`src/rtl/ti3_speck_bitserial_param.sv`:
```
// rtl/ti3_speck_bitserial_param.sv - three-share TI Speck core, bit-serial LSB-first, parametrised word/key/rounds
// One share slice per instance; slices exchange only next-share operand and carry bits.

module ti3_speck_share #(
   parameter int WORD_W    = 64,
   parameter int KEY_WORDS = 2,
   parameter int ALPHA     = 8,
   parameter int BETA      = 3
) (
   input  logic                      clk,
   input  logic                      rst,
   input  logic                      load_pt_i,
   input  logic                      load_key_i,
   input  logic                      din_i,
   input  logic                      kin_i,
   input  logic                      seed_i,
   input  logic                      rnd_i,
   input  logic                      krnd_i,
   input  logic                      compute_i,
   input  logic                      commit_i,
   input  logic                      unload_i,
   input  logic [$clog2(WORD_W)-1:0] bit_i,
   input  logic                      rc_i,
   output logic                      dx_o,
   output logic                      dy_o,
   output logic                      dc_o,
   output logic                      kx_o,
   output logic                      ky_o,
   output logic                      kc_o,
   input  logic                      nx_i,
   input  logic                      ny_i,
   input  logic                      nc_i,
   input  logic                      nkx_i,
   input  logic                      nky_i,
   input  logic                      nkc_i,
   output logic [1:0]                dout_o
);

   localparam int W  = WORD_W;
   localparam int KW = KEY_WORDS * WORD_W;
   localparam int IW = $clog2(WORD_W);

   logic [2*W-1:0] pt_q;
   logic [KW-1:0]  key_q;
   logic [KW-1:0]  key_d;
   logic [W-1:0]   xn_q, yn_q, kn_q, ln_q;
   logic           c_q, kc_q;
   logic [W-1:0]   x_w, y_w, k_w, l_w;
   logic [IW-1:0]  ia, ib;
   logic           x_bit, y_bit, l_bit, k_bit;
   int             ra, rb;

   // Three-share maj(a,b,c): own-share and next-share cross terms cover all nine products.
   function automatic logic tmaj(input logic a, input logic b, input logic c,
                                 input logic an, input logic bn, input logic cn);
      return (a & b) ^ (a & bn) ^ (an & b) ^
             (a & c) ^ (a & cn) ^ (an & c) ^
             (b & c) ^ (b & cn) ^ (bn & c);
   endfunction

   assign x_w = pt_q[2*W-1:W];
   assign y_w = pt_q[W-1:0];
   assign k_w = key_q[W-1:0];
   assign l_w = key_q[2*W-1:W];

   always_comb begin
      ra = int'(bit_i) + ALPHA;
      if (ra >= W) ra = ra - W;
      rb = int'(bit_i) + W - BETA;
      if (rb >= W) rb = rb - W;
      ia = IW'(ra);
      ib = IW'(rb);
   end

   assign dx_o = x_w[ia];
   assign dy_o = y_w[bit_i];
   assign dc_o = c_q;
   assign kx_o = l_w[ia];
   assign ky_o = k_w[bit_i];
   assign kc_o = kc_q;

   assign x_bit = dx_o ^ dy_o ^ c_q ^ k_w[bit_i];
   assign y_bit = y_w[ib] ^ x_bit;
   assign l_bit = kx_o ^ ky_o ^ kc_q ^ rc_i;
   assign k_bit = k_w[ib] ^ l_bit;

   // l FIFO advances: head l0 drops out, fresh l enters the tail, new k sits at the bottom.
   always_comb begin
      key_d        = {ln_q, key_q[KW-1:W]};
      key_d[W-1:0] = kn_q;
   end

   assign dout_o = unload_i ? {x_w[0], y_w[0]} : 2'b00;

   always_ff @(posedge clk or posedge rst) begin
      if (rst) begin
         pt_q  <= '0;
         key_q <= '0;
         xn_q  <= '0;
         yn_q  <= '0;
         kn_q  <= '0;
         ln_q  <= '0;
         c_q   <= 1'b0;
         kc_q  <= 1'b0;
      end else begin
         if (load_pt_i)
            pt_q <= {din_i, pt_q[2*W-1:1]};
         if (load_key_i)
            key_q <= {kin_i, key_q[KW-1:1]};
         if (seed_i) begin
            c_q  <= rnd_i;
            kc_q <= krnd_i;
         end else if (compute_i) begin
            c_q  <= tmaj(dx_o, dy_o, c_q, nx_i, ny_i, nc_i);
            kc_q <= tmaj(kx_o, ky_o, kc_q, nkx_i, nky_i, nkc_i);
         end
         if (compute_i) begin
            xn_q[bit_i] <= x_bit;
            yn_q[bit_i] <= y_bit;
            kn_q[bit_i] <= k_bit;
            ln_q[bit_i] <= l_bit;
         end
         if (commit_i) begin
            pt_q  <= {xn_q, yn_q};
            key_q <= key_d;
         end
         if (unload_i)
            pt_q <= {1'b0, pt_q[2*W-1:W+1], 1'b0, pt_q[W-1:1]};
      end
   end

endmodule

module ti3_speck_bitserial_param #(
   parameter int WORD_W    = 64,
   parameter int KEY_WORDS = 2,
   parameter int ROUNDS    = 32,
   parameter int ALPHA     = 8,
   parameter int BETA      = 3
) (
   input  logic       clk,
   input  logic       rst,
   input  logic       load_pt,
   input  logic       load_key,
   input  logic       din_a,
   input  logic       din_b,
   input  logic       din_c,
   input  logic       kin_a,
   input  logic       kin_b,
   input  logic       kin_c,
   input  logic       rnd_a,
   input  logic       rnd_b,
   input  logic       rnd_c,
   input  logic       krnd_a,
   input  logic       krnd_b,
   input  logic       krnd_c,
   input  logic       start,
   output logic       busy,
   output logic       out_valid,
   output logic [1:0] dout_a,
   output logic [1:0] dout_b,
   output logic [1:0] dout_c,
   output logic       done
);

   localparam int CW = $clog2(WORD_W + 1);
   localparam int IW = $clog2(WORD_W);
   localparam int RW = (ROUNDS > 1) ? $clog2(ROUNDS) : 1;
   localparam logic [CW-1:0] BIT_TURN     = CW'(WORD_W);
   localparam logic [CW-1:0] BIT_OUT_LAST = CW'(WORD_W - 1);
   localparam logic [RW-1:0] ROUND_LAST   = RW'(ROUNDS - 1);

   typedef enum logic [1:0] {S_IDLE, S_RUN, S_OUT} state_t;

   state_t          state_q;
   logic [CW-1:0]   bit_q;
   logic [RW-1:0]   round_q;
   logic            busy_q, out_valid_q, done_q;

   logic            idle, go, ld_pt, ld_key, compute, turn, seed, rc_bit;
   logic [IW-1:0]   bit_idx;
   logic [WORD_W-1:0] rc_word;
   logic [2:0]      din_w, kin_w, rnd_w, krnd_w;
   logic [2:0]      dx_w, dy_w, dc_w, kx_w, ky_w, kc_w;
   logic [1:0]      dout_w [3];

   assign idle    = (state_q == S_IDLE);
   assign go      = idle & start;
   assign ld_pt   = idle & load_pt & ~start;
   assign ld_key  = idle & load_key & ~start;
   assign compute = (state_q == S_RUN) && (bit_q != BIT_TURN);
   assign turn    = (state_q == S_RUN) && (bit_q == BIT_TURN);
   assign seed    = go | turn;
   assign bit_idx = bit_q[IW-1:0];

   // Round index doubles as the key-schedule constant, serialised LSB-first.
   assign rc_word = WORD_W'(round_q);
   assign rc_bit  = rc_word[bit_idx];

   assign din_w  = {din_c, din_b, din_a};
   assign kin_w  = {kin_c, kin_b, kin_a};
   assign rnd_w  = {rnd_c, rnd_b, rnd_a};
   assign krnd_w = {krnd_c, krnd_b, krnd_a};

   for (genvar s = 0; s < 3; s++) begin : g_share
      ti3_speck_share #(
         .WORD_W   (WORD_W),
         .KEY_WORDS(KEY_WORDS),
         .ALPHA    (ALPHA),
         .BETA     (BETA)
      ) u_share (
         .clk       (clk),
         .rst       (rst),
         .load_pt_i (ld_pt),
         .load_key_i(ld_key),
         .din_i     (din_w[s]),
         .kin_i     (kin_w[s]),
         .seed_i    (seed),
         .rnd_i     (rnd_w[s]),
         .krnd_i    (krnd_w[s]),
         .compute_i (compute),
         .commit_i  (turn),
         .unload_i  (out_valid_q),
         .bit_i     (bit_idx),
         .rc_i      ((s == 0) ? rc_bit : 1'b0),
         .dx_o      (dx_w[s]),
         .dy_o      (dy_w[s]),
         .dc_o      (dc_w[s]),
         .kx_o      (kx_w[s]),
         .ky_o      (ky_w[s]),
         .kc_o      (kc_w[s]),
         .nx_i      (dx_w[(s+1)%3]),
         .ny_i      (dy_w[(s+1)%3]),
         .nc_i      (dc_w[(s+1)%3]),
         .nkx_i     (kx_w[(s+1)%3]),
         .nky_i     (ky_w[(s+1)%3]),
         .nkc_i     (kc_w[(s+1)%3]),
         .dout_o    (dout_w[s])
      );
   end

   assign busy      = busy_q;
   assign out_valid = out_valid_q;
   assign done      = done_q;
   assign dout_a    = dout_w[0];
   assign dout_b    = dout_w[1];
   assign dout_c    = dout_w[2];

   always_ff @(posedge clk or posedge rst) begin
      if (rst) begin
         state_q     <= S_IDLE;
         bit_q       <= '0;
         round_q     <= '0;
         busy_q      <= 1'b0;
         out_valid_q <= 1'b0;
         done_q      <= 1'b0;
      end else begin
         done_q <= 1'b0;
         case (state_q)
            S_IDLE: begin
               if (start) begin
                  state_q <= S_RUN;
                  busy_q  <= 1'b1;
                  bit_q   <= '0;
                  round_q <= '0;
               end
            end
            S_RUN: begin
               if (bit_q == BIT_TURN) begin
                  bit_q <= '0;
                  if (round_q == ROUND_LAST) begin
                     state_q     <= S_OUT;
                     out_valid_q <= 1'b1;
                     round_q     <= '0;
                  end else begin
                     round_q <= round_q + 1'b1;
                  end
               end else begin
                  bit_q <= bit_q + 1'b1;
               end
            end
            S_OUT: begin
               if (bit_q == BIT_OUT_LAST) begin
                  state_q     <= S_IDLE;
                  bit_q       <= '0;
                  busy_q      <= 1'b0;
                  out_valid_q <= 1'b0;
                  done_q      <= 1'b1;
               end else begin
                  bit_q <= bit_q + 1'b1;
               end
            end
            default: state_q <= S_IDLE;
         endcase
      end
   end

endmodule
```
`config.mk`:
```
export PLATFORM = sky130hd
export DESIGN_NAME = ti3_speck_bitserial_param
export DESIGN_NICKNAME = d
export VERILOG_FILES = /design/src/rtl/ti3_speck_bitserial_param.sv
export SDC_FILE = /design/constraint.sdc
export NUM_CORES = 2
export LEC_CHECK = 0
export CAP_MARGIN = 20
export CORE_MARGIN = 3
export CORE_UTILIZATION = 40
export DETAILED_ROUTE_END_ITERATION = 6
export GPL_TIMING_DRIVEN = 0
export HOLD_SLACK_MARGIN = 0.12
export SKIP_CTS_REPAIR_TIMING = 1
export SYNTH_ARGS = -nofsm -noshare
export SYNTH_HDL_FRONTEND = slang
export SYNTH_SLANG_ARGS = --single-unit
```
`constraint.sdc`:
```
create_clock -name clk -period 63.3 [get_ports clk]
set_input_delay 9.495 -clock clk [delete_from_list [all_inputs] [get_ports clk]]
set_output_delay 9.495 -clock clk [all_outputs]
set_load 0.005 [all_outputs]
```
# --- After elaboration in Yosys (flattened, before gate mapping) ---
# Index checks and enable logic that the tools add are counted.
# Widths: inputs -> output; s select.
word_totals:
  output_inout_bits: 9
  register_bits: 1559
classes:
  n_addsub: 7
  reduce_logical: 16
  magnitude_cmp: 6
  bitwise: 131
  eq_ne: 10
  muxes: 105
ops:
  columns: ["cell", "count"]
  rows:
  - ["$mux 128", 15]
  - ["$bwmux 64", 12]
  - ["$bmux 1 s6", 19]
  - ["$xor 1x1->1", 70]
  - ["$and 1x1->1", 59]
  - ["$mux 1", 38]
  - ["$ge 32x8->1 const B", 1]
  - ["$lt 6x7->1 const B", 3]
  - ["$mux 7", 3]
  - ["$pmux 7 s3", 1]
  - ["$mux 5", 3]
  - ["$mux 2", 7]
  - ["$mux 6", 2]
  - ["$sub 6x1->6 const B", 2]
  - ["$pmux 5 s2", 1]
  - ["$reduce_bool 2->1", 5]
  - ["$sub 8x2->9 const B", 1]
  - ["$add 6x7->8 const B", 1]
  - ["$reduce_and 4->1", 2]
  - ["$add 6x4->7 const B", 1]
  - ["$add 7x1->7 const B", 1]
  - ["$eq 7x6->1 const B", 1]
  - ["$eq 7x7->1 const B", 1]
  - ["$ge 7x7->1 const B", 1]
  - ["18 further kinds", 25]

# --- Longest topological paths before layout ---
logic_depth:
  depth_word: 16
  ltp_mapped: 19

# --- Modules after synthesis ---
# Synthesis repeated with hierarchy kept, for this count alone.
unflattened:
  hier_cells: 7088
  area_unflattened_um2: 75213.4
modules_own_cells:
  columns: ["module", "area_each_um2", "cells_each", "instances"]
  rows:
  - ["ti3_speck_share (g_share[0].u_share ...)", 24666.2, 2328, 2]
  - ["ti3_speck_share (g_share[2].u_share)", 24742.5, 2307, 1]
  - ["ti3_speck_bitserial_param", 1138.6, 125, 1]

# --- Least setup slack after synthesis ---
# OpenSTA, ideal clock, no wires.
synth_path:
  kind: "input port to flip-flop"
  startpoint: "input load_pt"
  endpoint: "register g_share[0].u_share.pt_q[100]"
  slack_ps: 52124
  t_arrival_ps: 11093
  required_time_ps: 63217
  path_stages: 9
  setup_ps: 83
  cell_sequence: "clkbuf_2 > nand2_1 > nand2_1 > nor2_1 > clkbuf_1 > clkbuf_1 > clkbuf_1 > nand2_1 > o21ai_0"
synth_via:
  elab_chain_cells: 3
synth_rtl:
  columns: ["element", "line_no", "source"]
  rows:
  - ["start: declaration", "143", "input logic load_pt,"]
  - ["$and 1x1->1 (2 in series)", "189", "assign ld_pt = idle & load_pt & ~start;"]
  - ["$reduce_bool 3->1 (no source line)", null, null]
  - ["end signal: assignment", "107", "pt_q <= {din_i, pt_q[2*W-1:1]};"]
  - ["end signal: assignment", "124", "pt_q <= {xn_q, yn_q};"]
  - ["end signal: assignment", "128", "pt_q <= {1'b0, pt_q[2*W-1:W+1], 1'b0, pt_q[W-1:1]};"]
  - ["end: declaration", "43", "logic [2*W-1:0] pt_q;"]
# Every way passes these cells.
# A chain may end at the register's enable or synchronous reset.

# --- Worst setup path after layout ---
layout_path:
  startpoint: "input start"
  endpoint: "register g_share[1].u_share.pt_q[64]"
layout_via:
  elab_chain_cells: 3
layout_rtl:
  columns: ["element", "line_no", "source"]
  rows:
  - ["start: declaration", "157", "input logic start,"]
  - ["$not 1->1", "189", null]
  - ["$and 1x1->1", "189", null]
  - ["$reduce_bool 3->1 (no source line)", null, null]
  - ["end signal: assignment", "107", null]
  - ["end signal: assignment", "124", null]
  - ["end signal: assignment", "128", null]
  - ["end: declaration", "43", null]
# Every way passes these cells.

==> summary.md <==
| Metric | Value |
|---|---|
| Rows | `157` |
| Clk_skew | `between 30 and 40 ps` |
| Fin Setup TNS | `0 ps` |
| Root Buffer | `clkbuf_16` |
| Initial Util | `40.36%` |
| Layout cells sized above 1 | `9.692%` |
| Req. time, crit path | `64060 ps` |
| Drt wl/cell | `36.36 um` |
| Max-cap viol count | `0` |
| Fin. max-slew vios | `0` |
| Ys flop type | `dfrtp_1` |
| Ys async rst share | `100.0%` |
| Via count | `just over 70000` |
| Initial antenna violation count | `71` |
| Vias in the first global route | `64000` |
| Distinct cells, synth | `86` |
| Slowest CP cell | `clkbuf_2` |
| # fillers | `17710` |
| Mapped Nets | `7781` |
| Status | `finished, violations left` |
| Peak VDD IR | `0.02843 mV` |
| Worst R2R Start | `bit_q[3]` |
| CP Max Fanout | `13` |
| Clk sinks | `1559` |
| RSZ-0062 raised after global routing | `no` |
| Highest-count cells in the layout ignoring fill and taps | `nand2_1, dfrtp_1, o21ai_0` |
| Post-DP Area | `78960 um2` |
| Cts bufs inserted | `174` |
| GPL Wtd Cong | `1.059` |
| Vias per cell | `roughly 6.6` |
| Post-synth top area share | `52.68%` |
| Crit path time final | `12800 ps` |
| CP Class | `input port to flop` |
| DR pass1 iterations | `7` |
| Total global routing overflow | `0` |
| Cell area after synthesis | `about 74000 um2` |
| Worst R2R End | `g_share[2].u_share.yn_q[51]` |
| Most used cell, CP | `nand2_1` |
| DRC Markers | `39` |
| Overall routing resource usage | `around two fifths` |
| Worst Tran Pin Value | `1327 ps` |
| Core Region | `183500 um2` |
| Max incr delay on CP | `850 ps` |
| Fin area | `approximately 85000 um2` |
| R2R setup slack | `53180 ps` |
| Die height | `436.3 um` |
| Syn Inst Count | `~7700` |
| Worst-path cell chain | `clkdlybuf4s50_1 -> nor2b_1 -> buf_6 -> nand2_1 -> nand2_1 -> nor2_2 -> buf_8 -> clkbuf_1 -> buf_8 -> clkbuf_2 -> clkbuf_1 -> nand2_1 -> o21ai_0` |
| Ys Warns | `0` |
| Worst-case reg-to-reg path depth | `20` |
| I/O Pins | `26` |
| Worst EP arrival | `13560 ps` |
| Deepest clock path buffer count | `3` |
| Leak Pwr | `37.07 nW` |
| Net count, final | `8058` |
| Final hold slack | `477.3 ps` |
| FF+latch count, synth | `1559` |
| Drt total wl | `389900 um` |
| Largest cells by area after synthesis | `dfrtp_1, nand2_1, o21ai_0` |
| Failing checks | `design-rule violations` |
| CP endpoint | `g_share[1].u_share.pt_q[64]` |
| Die X | `436.3 um` |
| H-tree depth | `4` |
| Clock Latency Late Sink | `880 ps` |
| I/O Buffers | `24` |
| CTS tree | `yes` |
| Area growth, synth to finish | `14.72%` |
| CP Capture Type | `flop` |
| Leading area contributor after synthesis | `dfrtp_1` |
| Setup WS pre-CTS | `49630 ps` |
| Final Setup Violations | `0` |
| Pwr Density | `24.25 nW/um2` |
| Iter 0 DRT Violations | `11990` |
| CP startpoint | `start` |
| Peak Freq | `78.15 MHz` |
| Rel. slew slack | `11.02%` |
| DRT antenna net count | `0` |
| Setup ws final | `50500 ps` |
| Register area share after synthesis | `a little over half` |
| Clock transition at the registers of the reported paths | `around 60 ps` |
| Power, Total | `2.060 mW` |
| DP HPWL | `280800 um` |
| Final period util | `20.21%` |
| Commonest non-fill, non-tap cell in the layout | `nand2_1` |
| Mean Syn Cell Area | `9.559 um2` |
| Largest net degree at the start of global routing | `127` |
| Hold WC Path Type | `flop to flop` |
| Post-synth EDFFs | `0` |
| Startpoint Class | `input port` |
| First-pass GRT wire length | `531400 um` |
| Die area | `roughly 190000 um2` |
| Final Hold Viols | `0` |
[through the flow]
stage          utilization (%)  std cells
6_report                 46.31      10720
5_1_grt                  46.20      10640
4_1_cts                  46.15      10620
3_5_place_dp             43.04      10310
3_3_place_gp             42.17      10240
2_1_floorplan                -       7747
[how the worst min path moves through the flow]
stage	startpoint	depth (start not counted)	slack [ps]	end
2_1_floorplan	g_share[0].u_share.xn_q[10]	2	450	g_share[0].u_share.xn_q[10]
3_3_place_gp	g_share[0].u_share.xn_q[7]	2	460	g_share[0].u_share.xn_q[7]
3_5_place_dp	g_share[1].u_share.xn_q[43]	2	470	g_share[1].u_share.xn_q[43]
4_1_cts	g_share[0].u_share.ln_q[20]	2	480	g_share[0].u_share.ln_q[20]
5_1_grt	g_share[2].u_share.yn_q[38]	2	500	g_share[2].u_share.yn_q[38]
6_report	g_share[1].u_share.yn_q[55]	2	480	g_share[1].u_share.yn_q[55]
[cells by family (layout without fill, tap and decap cells)]
group                      after synthesis  in the layout  synth area share [%]
xor gates and xnor gates                32             32                0.4579
adders and majority gates               17             17                0.2872
buffers and inverters                  694           1108                 4.040
DFF                                   1559           1559                 52.68
AOI/OAI and AO/OA                     2011           2011                 15.73
other                                    0             98                     0
and+or+nand+nor                       2713           2713                 14.46
muxes                                  721            721                 12.34
[area by class of cell]
class	count	area [um2]	share of cell area (%)
multi-input combinational	5494	32200	37.90
antenna	98	245.2	0.2887
timing repair buffer	101	1657	1.950
clock buffer	251	4986	5.869
tap	2464	3083	3.629
sequential	1559	39010	45.92
clock inverter	62	718.2	0.8453
buffer	670	2964	3.489
inverter	24	97.59	0.1149
[routing by layer]
metal | up-vias | GRT usage, % | share of wire, %
met5 | - | 0 | 0.053
met4 | 30 | 30.86 | 9.5
met3 | 1649 | 17.25 | 14
met2 | 5940 | 53.49 | 39
met1 | 35410 | 50.75 | 37
li1 | 27680 | - | -
[Yosys cell counts (6+ instances only)]
library cell	n
a22o_1	13
o21ai_1	21
mux2_2	64
buf_6	22
nand3b_1	11
o2bb2ai_1	18
nor3_1	16
ha_1	17
and3_1	9
o2111ai_1	8
nand2b_1	14
buf_4	27
mux4_2	147
a221o_1	21
o31ai_1	8
a22oi_1	53
nand3_1	29
nor2_1	441
and2_1	20
o221ai_1	12
a21oi_1	76
mux2i_1	508
nand2_1	2090
a311oi_1	8
inv_1	21
a221oi_1	42
xor2_1	11
nand4_1	7
or3_1	6
buf_2	86
a31oi_1	399
buf_1	15
dfrtp_1	1559
o22ai_1	26
clkbuf_1	518
nor2b_1	36
o211ai_1	12
xnor2_1	15
a211oi_1	60
o21ai_0	1183
[report_power, final]
part           leakage (nW)  internal [mW]  switching, mW
Sequential             16.2          0.997              0
Combinational          18.1        0.00330         0.0207
Clock                  2.81          0.584          0.456
[registers in the layout, indices dropped and copies added (netlist names), 5 cells and up]
name,cells
g_share.u_share.key_q,384
g_share.u_share.yn_q,192
g_share.u_share.xn_q,192
round_q,5
g_share.u_share.kn_q,192
g_share.u_share.ln_q,192
bit_q,7
g_share.u_share.pt_q,384
[worst max-delay path: cells and delay by family]
kind,cells,cell delay (ps)
compound gates,1,100
simple gates,5,790
buf+inv,7,3070
No activity file was read; power rests on OpenSTA's default activity.
